===== config.mk =====
export PLATFORM = sky130hd
export DESIGN_NAME = pix_scan_xy
export DESIGN_NICKNAME = d
export VERILOG_FILES = /design/src/rtl/pix_pkg.sv /design/src/rtl/pix_resync_div.sv /design/src/rtl/pix_scan_xy.sv
export SDC_FILE = /design/constraint.sdc
export NUM_CORES = 1
export LEC_CHECK = 0
export BUFFER_PORTS_ARGS = -buffer_cell sky130_fd_sc_hd__buf_2
export CELL_PAD_IN_SITES_DETAIL_PLACEMENT = 1
export CELL_PAD_IN_SITES_GLOBAL_PLACEMENT = 2
export CORE_UTILIZATION = 36
export DETAILED_ROUTE_END_ITERATION = 7
export PLACE_DENSITY = 0.8
export SYNTH_ARGS = -nofsm -noshare
export SYNTH_HDL_FRONTEND = slang
export SYNTH_SLANG_ARGS = --single-unit

===== constraint.sdc =====
create_clock -name clk -period 4.8 [get_ports clk]
set_clock_uncertainty 0.15 [all_clocks]
set_input_delay 0.24 -clock clk [delete_from_list [all_inputs] [get_ports clk]]
set_output_delay 0.24 -clock clk [all_outputs]
set_load 0.05 [all_outputs]

===== src/rtl/pix_pkg.sv =====
// Shared constants and FSM state type for the OLED pixel scan path.
package pix_pkg;
    localparam int OLED_W = 96;
    localparam int OLED_H = 64;

    typedef enum logic {
        TRACK  = 1'b0,
        RESYNC = 1'b1
    } state_t;
endpackage


===== src/rtl/pix_resync_div.sv =====
// Iterative subtract-divisor divider. quot/rem carry the final result during the done cycle.
module pix_resync_div #(
    parameter int DIVISOR = 96,
    parameter int D_W     = 13,
    parameter int Q_W     = 7,
    parameter int R_W     = 8
) (
    input  logic           clk,
    input  logic           rst_n,
    input  logic           start,
    input  logic [D_W-1:0] dividend,
    output logic           busy,
    output logic           done,
    output logic [Q_W-1:0] quot,
    output logic [R_W-1:0] rem
);
    localparam logic [D_W-1:0] DIV  = D_W'(DIVISOR);
    localparam logic [D_W-1:0] DIV2 = D_W'(2 * DIVISOR);

    logic [D_W-1:0] rem_q;
    logic [Q_W-1:0] quot_q;
    logic [D_W-1:0] rem_fin;
    logic [Q_W-1:0] quot_fin;
    logic           ge;

    // The step that brings the remainder below DIVISOR also finishes, saving a cycle.
    assign ge       = rem_q >= DIV;
    assign done     = busy && (rem_q < DIV2);
    assign rem_fin  = ge ? rem_q - DIV : rem_q;
    assign quot_fin = ge ? quot_q + Q_W'(1) : quot_q;
    assign rem      = rem_fin[R_W-1:0];
    assign quot     = quot_fin;

    always_ff @(posedge clk) begin
        if (!rst_n) begin
            busy   <= 1'b0;
            rem_q  <= '0;
            quot_q <= '0;
        end else if (start) begin
            busy   <= 1'b1;
            rem_q  <= dividend;
            quot_q <= '0;
        end else if (busy) begin
            rem_q  <= rem_fin;
            quot_q <= quot_fin;
            if (done) busy <= 1'b0;
        end
    end
endmodule


===== src/rtl/pix_scan_xy.sv =====
// Pixel-index to (x,y) converter: incremental raster tracking with divider-based resync on jumps.
// state  | meaning
// TRACK  | following the raster, one pixel per strobe at 1-cycle latency
// RESYNC | divider running after an index jump; new strobes are dropped
module pix_scan_xy
    import pix_pkg::*;
#(
    parameter int WIDTH  = OLED_W,
    parameter int HEIGHT = OLED_H,
    parameter int IDX_W  = 13,
    parameter int X_W    = 8,
    parameter int Y_W    = 7
) (
    input  logic             clk,
    input  logic             rst_n,
    input  logic             pix_valid,
    input  logic [IDX_W-1:0] pixel_index,
    input  logic             mirror_x,
    input  logic             mirror_y,
    output logic [X_W-1:0]   pos_x,
    output logic [Y_W-1:0]   pos_y,
    output logic             xy_valid,
    output logic             frame_start,
    output logic             line_end,
    output logic             frame_end,
    output logic             busy,
    output logic             err_range,
    output logic             err_overrun
);
    localparam logic [IDX_W-1:0] NPIX   = IDX_W'(WIDTH * HEIGHT);
    localparam logic [IDX_W-1:0] LAST   = IDX_W'(WIDTH * HEIGHT - 1);
    localparam logic [X_W-1:0]   X_LAST = X_W'(WIDTH - 1);
    localparam logic [Y_W-1:0]   Y_LAST = Y_W'(HEIGHT - 1);

    state_t           state, state_n;
    logic [IDX_W-1:0] exp_idx, idx_q, e_idx;
    logic [X_W-1:0]   x_q, e_x, div_rem;
    logic [Y_W-1:0]   y_q, e_y, div_quot;
    logic             mx_q, my_q, mx_n, my_n;
    logic             start_div, emit_trk, emit_rs, emit, err_rng, err_ovr;
    logic             div_done, first, last;

    pix_resync_div #(
        .DIVISOR (WIDTH),
        .D_W     (IDX_W),
        .Q_W     (Y_W),
        .R_W     (X_W)
    ) u_div (
        .clk      (clk),
        .rst_n    (rst_n),
        .start    (start_div),
        .dividend (pixel_index),
        .busy     (busy),
        .done     (div_done),
        .quot     (div_quot),
        .rem      (div_rem)
    );

    always_ff @(posedge clk) begin
        if (!rst_n) state <= TRACK;
        else        state <= state_n;
    end

    always_comb begin
        state_n   = state;
        start_div = 1'b0;
        emit_trk  = 1'b0;
        emit_rs   = 1'b0;
        err_rng   = 1'b0;
        err_ovr   = 1'b0;
        case (state)
            TRACK: begin
                if (pix_valid) begin
                    if (pixel_index >= NPIX) begin
                        err_rng = 1'b1;
                    end else if (pixel_index == exp_idx) begin
                        emit_trk = 1'b1;
                    end else begin
                        start_div = 1'b1;
                        state_n   = RESYNC;
                    end
                end
            end
            RESYNC: begin
                if (pix_valid) err_ovr = 1'b1;
                if (div_done) begin
                    emit_rs = 1'b1;
                    state_n = TRACK;
                end
            end
            default: state_n = TRACK;
        endcase
    end

    // Mirror settings for a resynced index 0 were captured when its strobe arrived.
    assign emit  = emit_trk | emit_rs;
    assign e_idx = emit_trk ? pixel_index : idx_q;
    assign e_x   = emit_trk ? x_q : div_rem;
    assign e_y   = emit_trk ? y_q : div_quot;
    assign first = (e_idx == '0);
    assign last  = (e_idx == LAST);
    assign mx_n  = (emit_trk && first) ? mirror_x : mx_q;
    assign my_n  = (emit_trk && first) ? mirror_y : my_q;

    always_ff @(posedge clk) begin
        if (!rst_n) begin
            exp_idx     <= '0;
            idx_q       <= '0;
            x_q         <= '0;
            y_q         <= '0;
            mx_q        <= 1'b0;
            my_q        <= 1'b0;
            pos_x       <= '0;
            pos_y       <= '0;
            xy_valid    <= 1'b0;
            frame_start <= 1'b0;
            line_end    <= 1'b0;
            frame_end   <= 1'b0;
            err_range   <= 1'b0;
            err_overrun <= 1'b0;
        end else begin
            xy_valid    <= emit;
            frame_start <= emit & first;
            frame_end   <= emit & last;
            line_end    <= emit & (e_x == X_LAST);
            err_range   <= err_rng;
            err_overrun <= err_ovr;
            if (start_div) begin
                idx_q <= pixel_index;
                if (pixel_index == '0) begin
                    mx_q <= mirror_x;
                    my_q <= mirror_y;
                end
            end
            if (emit) begin
                mx_q    <= mx_n;
                my_q    <= my_n;
                pos_x   <= mx_n ? X_LAST - e_x : e_x;
                pos_y   <= my_n ? Y_LAST - e_y : e_y;
                exp_idx <= last ? '0 : e_idx + IDX_W'(1);
                if (e_x == X_LAST) begin
                    x_q <= '0;
                    y_q <= (e_y == Y_LAST) ? '0 : e_y + Y_W'(1);
                end else begin
                    x_q <= e_x + X_W'(1);
                    y_q <= e_y;
                end
            end
        end
    end
endmodule

==> flow_metrics.env, run 1 <==
export IMPL_status="finished, final reports clean"
export IMPL_syn_area_um2=5170
export IMPL_syn_nets=675
export IMPL_clock_fmax_mhz=258
export IMPL_ioPinCount=40
export IMPL_yosys_area_top_type="dfxtp_1"
export IMPL_path_cells="ha_1 > nor4_4 > nand2_2 > xnor2_1 > nor2_1 > a21oi_1 > ha_1 > or3b_2 > nor2_1 > or2_2 > nand2_1 > or3_1 > a32o_1"
export IMPL_synth_commonest_cells="86 x dfxtp_1, 80 x nand2_1, 79 x nor2_1"
export IMPL_grt_pass1_wl_mm=25.3
export IMPL_synthCells=648
export IMPL_start_util_pct=37.1
export IMPL_whs_ns=0.0189
export IMPL_routedWlPerCell_um=17.8
export IMPL_synth_distinct_cells=61
export IMPL_synth_edf_count=0
export IMPL_cts_setup_buffers=0
export IMPL_crit_family="simple AND/OR/NAND/NOR gates"
export IMPL_dr_wl_met2_mm=7.48
export IMPL_worstHoldPathType="in2reg"
export IMPL_cp_data_required_time_ns=4.90
export IMPL_m1WireLength_mm=7.00
export IMPL_path_class="reg2reg"
export IMPL_fin_area_um2=5770
export IMPL_synth_area_leaders="dfxtp_1 33%, mux2i_1 7.4%, xor2_1 5.9%, nand2_1 5.8%, nor2_1 5.7%"
export IMPL_synth_main_ff_cell="dfxtp_1"
export IMPL_endpoint_kind="flip-flop"
export IMPL_p_per_area_nw_per_um2=311
export IMPL_cp_start_kind="flip-flop"
export IMPL_crit_fanout=9
export IMPL_design_die_area_um2=14900
export IMPL_hold_viol_final=0
export IMPL_swShare_pct=30.0
export IMPL_drtIter0Drc=175
export IMPL_row_count=43
export IMPL_cts_clk_slew_worst_paths_ns=0.07
export IMPL_top_layer="met4"
export IMPL_rsz0062_at_grt="no"
export IMPL_ys_ff_latch=86
export IMPL_dpl_worst_slack_ns=0.918
export IMPL_die_y_um=122
export IMPL_cts_path_max_buffers=2
export IMPL_p_clk_share_pct=40.5
export IMPL_final_antenna_net_count=0
export IMPL_power_switching_mw=0.540
export IMPL_period_share_pct=80.8
export IMPL_async_flop_share_pct=0
export IMPL_power_leakage_nw=2.14
export IMPL_grt_pass1_vias=4840
export IMPL_yosysMostFrequentCell="dfxtp_1"
export IMPL_worst_pin_slew_ns=1.09
export IMPL_postPlaceCellArea_um2=5470
export IMPL_grt_overflow=0
export IMPL_p_seq_share_pct=42.9
export IMPL_core_area_um2=13900
export IMPL_num_vias=4624
export IMPL_setup_viol=0
export IMPL_clock_latency_ns=0.35
export IMPL_p_int_mw=1.26
export IMPL_gp_congestion=0.802
export IMPL_critPathArrivalTime_ns=3.98
export IMPL_ys_seq_area_share_pct=33.3
export IMPL_cts_tree="built"
export IMPL_grt_max_degree=50
export IMPL_ctsHoldBuffers=0
export IMPL_die_x_um=122
export IMPL_synth_avg_cell_area_um2=7.98
export IMPL_grt_use_total_pct=22.1
export IMPL_vdd_drop_max_uv=171
export IMPL_final_setup_worst_slack_ns=0.923
export IMPL_cts_root_buf="clkbuf_16"
export IMPL_clock_sinks=86
export IMPL_fin_total_pwr_mw=1.80
export IMPL_stdcell_count=851
export IMPL_period_minus_slack_ns=3.88
export IMPL_cts_buffers_inserted=9
export IMPL_dpl_hpwl_mm=11.2
export IMPL_slew_headroom_pct=27.3
export IMPL_drc_errors=0
export IMPL_power_frac_comb_pct=16.6
export IMPL_portBuffers=39
export IMPL_antenna_cells=0
export IMPL_antenna_found_initial=0
export IMPL_nets=693
export IMPL_fin_util_pct=41.4
export IMPL_htreeDepth=3
export IMPL_slew_viol_final=0
export IMPL_final_setup_tns_ns=0
export IMPL_drive_above_1_share_pct=13.9
export IMPL_maxCapViolCount=0
export IMPL_cts_resized=0
export IMPL_area_growth_syn_to_layout_pct=11.6
export IMPL_netlist_area_leader_share_pct=33.3
export IMPL_slowest_stage="or3b_2"
export IMPL_yosys_warnings=0
export IMPL_critPathMaxStageDelay_ns=0.48
export IMPL_numPlacedInstances=835
export IMPL_firstDrtPassIters=4
export IMPL_route_met3_wl_um=330
export IMPL_path_buf_inv=0
export IMPL_routed_wl_mm=15.2
export IMPL_via_per_inst=5.43
## power by group through the flow
| stage | Clock [mW] | Sequential (mW) | Combinational (mW) |
|---|---|---|---|
| 6_report | 0.728 | 0.771 | 0.298 |
| 5_1_grt | 0.783 | 0.775 | 0.335 |
| 4_1_cts | 0.749 | 0.771 | 0.304 |
| 3_5_place_dp | 0 | 0.787 | 0.303 |
| 3_3_place_gp | 0 | 0.785 | 0.296 |
| 2_1_floorplan | 0 | 0.787 | 0.222 |
## final cells by class
class / count / area, µm²
multi-input cells: 503 / 3200
inverters: 19 / 71.3
well taps: 180 / 225
clock buffers: 9 / 225
fillers: 1712 / 8160
flip-flops and latches: 86 / 1720
repair buffers: 47 / 255
clock inverters: 7 / 78.8
## kinds of logic (layout without fill, tap and decap cells)
| family | count (synthesis) | after routing | share of synthesized area [%] |
|---|---|---|---|
| compound gates | 106 | 106 | 12.6 |
| flops | 86 | 86 | 33.3 |
| mux | 46 | 46 | 9.36 |
| simple gates | 277 | 277 | 26.5 |
| xor+xnor | 65 | 65 | 11.0 |
| buf+inv | 59 | 82 | 5.06 |
| fa+ha+maj | 9 | 9 | 2.18 |
## layout by cell type, fill, tap and decap left out, types with 6 or more instances in the layout
cell type | netlist | routed
mux2_2 | 6 | 6
or3_1 | 10 | 10
mux2i_1 | 38 | 38
a21oi_1 | 36 | 36
a211oi_1 | 11 | 11
nand2b_1 | 7 | 7
xor2_1 | 35 | 35
nand3_1 | 25 | 25
dfxtp_1 | 86 | 86
nand2_1 | 80 | 80
buf_4 | 3 | 8
clkbuf_16 | 0 | 9
inv_1 | 18 | 18
o21ai_0 | 26 | 26
nor2_1 | 79 | 79
nand4_1 | 8 | 8
buf_2 | 14 | 39
xnor2_1 | 30 | 30
nor4_1 | 8 | 8
nor3_1 | 20 | 20
ha_1 | 9 | 9
## worst min-delay path, cell delays in order
cell	delay, ns
buf_2	0.10
mux2i_1	0.06
nor2_1	0.08
## flip-flops by register name (all words and copies together) (netlist names), 7 cells and up, named ones only
register,cells
u_div.quot_q,7
u_div.rem_q,13
pos_y,7
x_q,8
y_q,7
pos_x,8
idx_q,13
exp_idx,13
## routing by layer
layer	vias up	track usage [%]
li1	2279	-
met1	2257	27.4
met2	64	38.0
met3	24	3.98
met4	0	7.87
met5	-	0
## final timing paths
| path | endpoint | startpoint | depth (start not counted) | slack [ns] |
|---|---|---|---|---|
| max reg2reg | y_q[4]$_SDFFE_PN0N_ | u_div.rem_q[5]$_SDFFE_PN0P_ | 13 | 0.92 |
| max | y_q[4]$_SDFFE_PN0N_ | u_div.rem_q[5]$_SDFFE_PN0P_ | 13 | 0.92 |
| min reg2reg | pos_y[1]$_SDFFE_PN0N_ | pos_y[1]$_SDFFE_PN0N_ | 2 | 0.30 |
| min | my_q$_SDFFE_PN0P_ | mirror_y | 3 | 0.02 |
(Power assumes the default switching activity.)
==> run 2: changes to the inputs <==
--- a/config.mk
+++ b/config.mk
@@ -8,9 +8,9 @@
 export BUFFER_PORTS_ARGS = -buffer_cell sky130_fd_sc_hd__buf_2
 export CELL_PAD_IN_SITES_DETAIL_PLACEMENT = 1
 export CELL_PAD_IN_SITES_GLOBAL_PLACEMENT = 2
-export CORE_UTILIZATION = 36
+export CORE_UTILIZATION = 33
 export DETAILED_ROUTE_END_ITERATION = 7
-export PLACE_DENSITY = 0.8
+export PLACE_DENSITY = 0.77
 export SYNTH_ARGS = -nofsm -noshare
 export SYNTH_HDL_FRONTEND = slang
 export SYNTH_SLANG_ARGS = --single-unit
==> constraint.sdc (replaced) <==
create_clock -name clk -period 3.2 [get_ports clk]
set_clock_uncertainty 0.15 [all_clocks]
set_input_delay 0.16 -clock clk [delete_from_list [all_inputs] [get_ports clk]]
set_output_delay 0.16 -clock clk [all_outputs]
set_load 0.05 [all_outputs]
==> flow_metrics.env, run 2 (synthesis results as in run 1) <==
export IMPL_dpl_hpwl_mm=12.3
export IMPL_slew_headroom_pct=46.6
export IMPL_cts_root_buf="clkbuf_16"
export IMPL_path_cells="xor2_1 > nor4_1 > and4_4 > nor2_1 > a21oi_2 > ha_4 > or3b_4 > nor2_4 > or2_4 > nand2_4 > or3_4 > a32o_1"
export IMPL_slew_viol_final=0
export IMPL_htreeDepth=3
export IMPL_num_vias=4795
export IMPL_cp_start_kind="flip-flop"
export IMPL_drc_errors=0
export IMPL_final_setup_worst_slack_ns=0.00976
export IMPL_die_y_um=127
export IMPL_cts_path_max_buffers=2
export IMPL_hold_viol_final=0
export IMPL_routedWlPerCell_um=17.5
export IMPL_slowest_stage="or3b_4"
export IMPL_maxCapViolCount=0
export IMPL_postPlaceCellArea_um2=5900
export IMPL_area_growth_syn_to_layout_pct=23.7
export IMPL_regArea_um2=1730
export IMPL_dpl_worst_slack_ns=-0.138
export IMPL_routed_wl_mm=16.3
export IMPL_clock_sinks=86
export IMPL_p_per_area_nw_per_um2=446
export IMPL_crit_fanout=8
export IMPL_worstHoldPathType="in2reg"
export IMPL_multi_input_area_um2=3360
export IMPL_cp_data_required_time_ns=3.29
export IMPL_firstDrtPassIters=4
export IMPL_r2r_worst_path_cells=12
export IMPL_grt_max_degree=50
export IMPL_ioPinCount=40
export IMPL_cts_clk_slew_worst_paths_ns=0.07
export IMPL_path_class="reg2reg"
export IMPL_fin_util_pct=41.9
export IMPL_design_die_area_um2=16200
export IMPL_drtIter0Drc=218
export IMPL_cts_buffers_inserted=9
export IMPL_status="finished, final reports clean"
export IMPL_mostFrequentLayoutCells="81 x dfxtp_1, 79 x nand2_1, 77 x nor2_1, 53 x buf_4, 39 x buf_2"
export IMPL_power_leakage_nw=2.43
export IMPL_critPathArrivalTime_ns=3.28
export IMPL_start_util_pct=33.9
export IMPL_critPathMaxStageDelay_ns=0.40
export IMPL_grt_pass1_vias=4995
export IMPL_whs_ns=0.0342
export IMPL_cts_tree="built"
export IMPL_drive_above_1_share_pct=22.7
export IMPL_worst_pin_slew_ns=0.798
export IMPL_core_area_um2=15300
export IMPL_setup_viol=0
export IMPL_nFillCells=1818
export IMPL_layout_commonest_cell="dfxtp_1"
export IMPL_nets=743
export IMPL_grt_pass1_wl_mm=26.6
export IMPL_antenna_found_initial=0
export IMPL_rsz0062_at_grt="yes"
export IMPL_clock_latency_ns=0.36
export IMPL_vdd_drop_max_uv=254
export IMPL_portBuffers=39
export IMPL_top_regs="exp_idx x13, idx_q x13, u_div.rem_q x13"
export IMPL_fin_area_um2=6400
export IMPL_antenna_cells=0
export IMPL_final_antenna_net_count=0
export IMPL_period_share_pct=99.7
export IMPL_endpoint_kind="flip-flop"
export IMPL_row_count=45
export IMPL_clock_fmax_mhz=313
export IMPL_grt_overflow=0
export IMPL_grt_use_total_pct=21.4
export IMPL_via_per_inst=5.14
export IMPL_period_minus_slack_ns=3.19
export IMPL_gp_congestion=0.847
export IMPL_die_x_um=127
export IMPL_holdPathStages=3
run 2: cell count changes in the layout (fill, tap and decap cells not counted), sizes merged:
cell / delta
inv: -2
buf: +46
dlygate4sd3: +4
clkinv: +1
bufinv: +1
run 2: worst max-delay path: cells and delay by family (launching register included):
| family | cells | cell delay (ns) |
|---|---|---|
| xor+xnor | 1 | 0.17 |
| compound gates | 2 | 0.42 |
| fa+ha+maj | 1 | 0.16 |
| simple gates | 8 | 1.86 |
| flops | 1 | 0.32 |
run 2: repair_timing:
item	CTS	global route
hold buffers	4	0
endpoints found under the hold margin	4	0
resized for setup	5	22
pin swaps	6	7
setup buffers	1	2
endpoints found under the setup margin	14	31
run 2: layout make-up:
type / count / area share [%]
Clock buffer: 9 / 3.52
Clock inverter: 7 / 1.51
Inverter: 19 / 1.11
Multi-Input combinational cell: 503 / 52.5
Sequential cell: 86 / 27.0
Tap cell: 211 / 4.13
Timing Repair Buffer: 97 / 10.2
run 2: report_power, final:
part,switching (mW),leakage [nW],internal (mW)
Clock,0.467,0.148,0.685
Sequential,0.0449,0.700,1.11
Combinational,0.324,1.58,0.227
run 2: stage by stage:
stage | setup TNS, ns | power (mW) | instances
after floorplan | -0.0724 | 1.52 | 648
after global placement | -0.0190 | 1.69 | 909
after detailed placement | -1.20 | 1.71 | 909
after CTS | 0 | 2.88 | 930
after global routing | -2.03 | 3.00 | 932
final | 0 | 2.86 | 932
run 2: path summary, 6_finish.rpt:
path                                               from                           to  slack [ns]
worst min register to register    pos_y[3]$_SDFFE_PN0N_        pos_y[3]$_SDFFE_PN0N_        0.30
worst min-delay path                     pixel_index[8]  u_div.rem_q[8]$_SDFFE_PN0P_        0.03
worst max-delay path            exp_idx[9]$_SDFFE_PN0N_          y_q[4]$_SDFFE_PN0N_        0.01
worst max register to register  exp_idx[9]$_SDFFE_PN0N_          y_q[4]$_SDFFE_PN0N_        0.01
run 2: metal layers:
layer	GRT usage [%]	routed length (µm)
met1	26.0	7230
met2	37.7	8360
met3	4.86	439
met4	5.95	252
met5	0	0
==> run 3: changes to the inputs <==
--- a/config.mk
+++ b/config.mk
@@ -7,10 +7,10 @@
 export LEC_CHECK = 0
 export BUFFER_PORTS_ARGS = -buffer_cell sky130_fd_sc_hd__buf_2
 export CELL_PAD_IN_SITES_DETAIL_PLACEMENT = 1
-export CELL_PAD_IN_SITES_GLOBAL_PLACEMENT = 2
-export CORE_UTILIZATION = 33
+export CELL_PAD_IN_SITES_GLOBAL_PLACEMENT = 1
+export CORE_UTILIZATION = 41
 export DETAILED_ROUTE_END_ITERATION = 7
-export PLACE_DENSITY = 0.77
+export PLACE_DENSITY = 0.76
 export SYNTH_ARGS = -nofsm -noshare
 export SYNTH_HDL_FRONTEND = slang
 export SYNTH_SLANG_ARGS = --single-unit
==> flow_metrics.env, run 3 (synthesis results as in run 1) <==
export IMPL_status="complete, but fails checks"
export IMPL_violations="negative setup slack"
export IMPL_area_growth_syn_to_layout_pct=21.7
export IMPL_portBuffers=39
export IMPL_design_die_area_um2=13100
export IMPL_cp_start_kind="flip-flop"
export IMPL_gp_congestion=0.862
export IMPL_slew_viol_final=0
export IMPL_vdd_drop_max_uv=214
export IMPL_crit_family="simple AND/OR/NAND/NOR gates"
export IMPL_clock_fmax_mhz=312
export IMPL_grt_max_degree=50
export IMPL_worst_pin_slew_ns=0.693
export IMPL_crit_path_frequent_cell="or2_4"
export IMPL_clock_latency_ns=0.35
export IMPL_critPathMaxStageDelay_ns=0.41
export IMPL_slew_headroom_pct=53.6
export IMPL_maxCapViolCount=0
export IMPL_p_per_area_nw_per_um2=446
export IMPL_whs_ns=0.0236
export IMPL_hold_viol_final=0
export IMPL_grt_pass1_wl_mm=26.5
export IMPL_die_x_um=114
export IMPL_drtIter0Drc=190
export IMPL_endpoint_kind="flip-flop"
export IMPL_die_y_um=114
export IMPL_antenna_cells=0
export IMPL_nets=739
export IMPL_dpl_hpwl_mm=11.7
export IMPL_start_util_pct=42.5
export IMPL_slowest_stage="or3b_4"
export IMPL_power_leakage_nw=2.40
export IMPL_firstDrtPassIters=5
export IMPL_period_minus_slack_ns=3.20
export IMPL_path_buf_inv=0
export IMPL_period_share_pct=100
export IMPL_htreeDepth=3
export IMPL_final_antenna_net_count=0
export IMPL_top_regs="exp_idx x13, idx_q x13, u_div.rem_q x13"
export IMPL_ioPinCount=40
export IMPL_setup_viol=1
export IMPL_worstHoldPathType="in2reg"
export IMPL_clock_sinks=86
export IMPL_core_area_um2=12200
export IMPL_cts_buffers_inserted=9
export IMPL_drive_above_1_share_pct=22.6
export IMPL_routedWlPerCell_um=18.4
export IMPL_mostFrequentLayoutCells="83 x dfxtp_1, 79 x nand2_1, 78 x nor2_1, 49 x buf_4, 39 x buf_2"
export IMPL_cts_path_max_buffers=2
export IMPL_cts_root_buf="clkbuf_16"
export IMPL_final_setup_tns_ns=-0.00277
export IMPL_grt_use_total_pct=26.3
export IMPL_layout_commonest_cell="dfxtp_1"
export IMPL_nFillCells=1478
export IMPL_cp_data_required_time_ns=3.29
export IMPL_critPathArrivalTime_ns=3.30
export IMPL_antenna_found_initial=0
export IMPL_crit_fanout=3
export IMPL_path_class="reg2reg"
export IMPL_via_per_inst=5.57
export IMPL_rsz0062_at_grt="yes"
export IMPL_final_setup_worst_slack_ns=-0.00277
export IMPL_cts_clk_slew_worst_paths_ns=0.07
export IMPL_drc_errors=0
export IMPL_num_vias=4927
export IMPL_grt_pass1_vias=5230
export IMPL_row_count=40
export IMPL_routed_wl_mm=16.3
export IMPL_path_cells="xor2_2 > nor4_4 > nand4_2 > or2_4 > a21oi_4 > ha_2 > or3b_4 > nor2_4 > or2_4 > nand2_4 > or3_1 > a32o_1"
export IMPL_cts_tree="built"
export IMPL_grt_overflow=0
## run 3: metrics by stage
step | instances | util, % | area, µm² | setup slack [ns] | total power [mW]
after floorplan | 648 | - | 5230 | -0.0724 | 1.52
after global placement | 859 | 47.5 | 5780 | 0.0456 | 1.69
after detailed placement | 859 | 47.5 | 5780 | -0.103 | 1.70
after CTS | 883 | 50.8 | 6170 | 0.0160 | 2.82
after global routing | 885 | 51.8 | 6300 | -0.0840 | 2.93
final | 885 | 51.8 | 6300 | -0.00277 | 2.81
## run 3: worst paths after layout
kind	start	to	slack [ns]	cells past startpoint
hold / removal	rst_n	x_q[0]$_SDFFE_PN0N_	0.02	2
setup reg to reg	exp_idx[3]$_SDFFE_PN0N_	y_q[4]$_SDFFE_PN0N_	-0.003	12
setup / recovery	exp_idx[3]$_SDFFE_PN0N_	y_q[4]$_SDFFE_PN0N_	-0.003	12
hold reg to reg	pos_y[4]$_SDFFE_PN0N_	pos_y[4]$_SDFFE_PN0N_	0.30	2
## run 3: area by class of cell
class | count | area, µm² | share of cell area (%)
repair buffers | 93 | 614 | 9.76
multi-input cells | 503 | 3370 | 53.5
inverters | 19 | 71.3 | 1.13
flip-flops and latches | 86 | 1730 | 27.4
clock inverters | 7 | 81.3 | 1.29
clock buffers | 9 | 225 | 3.58
well taps | 168 | 210 | 3.34
## run 3: what timing repair did
| item | in CTS | in global routing |
|---|---|---|
| setup endpoints to repair | 12 | 33 |
| hold endpoints to repair | 3 | 0 |
| pin swaps | 5 | 7 |
| hold buffers | 4 | 0 |
| buffers inserted | 4 | 2 |
| gates resized for setup | 5 | 23 |
## run 3: report_power, final
part           internal, mW  switching, mW
sequential             1.11         0.0459
clock                 0.615          0.488
combinational         0.228          0.324
total                  1.95          0.858
## run 3: metal layers
metal	global-route usage [%]	up-vias	part of all wire, %
li1	-	2362	-
met1	31.2	2409	43
met2	45.7	106	50
met3	3.97	50	3.0
met4	14.3	0	3.9
met5	0	-	0
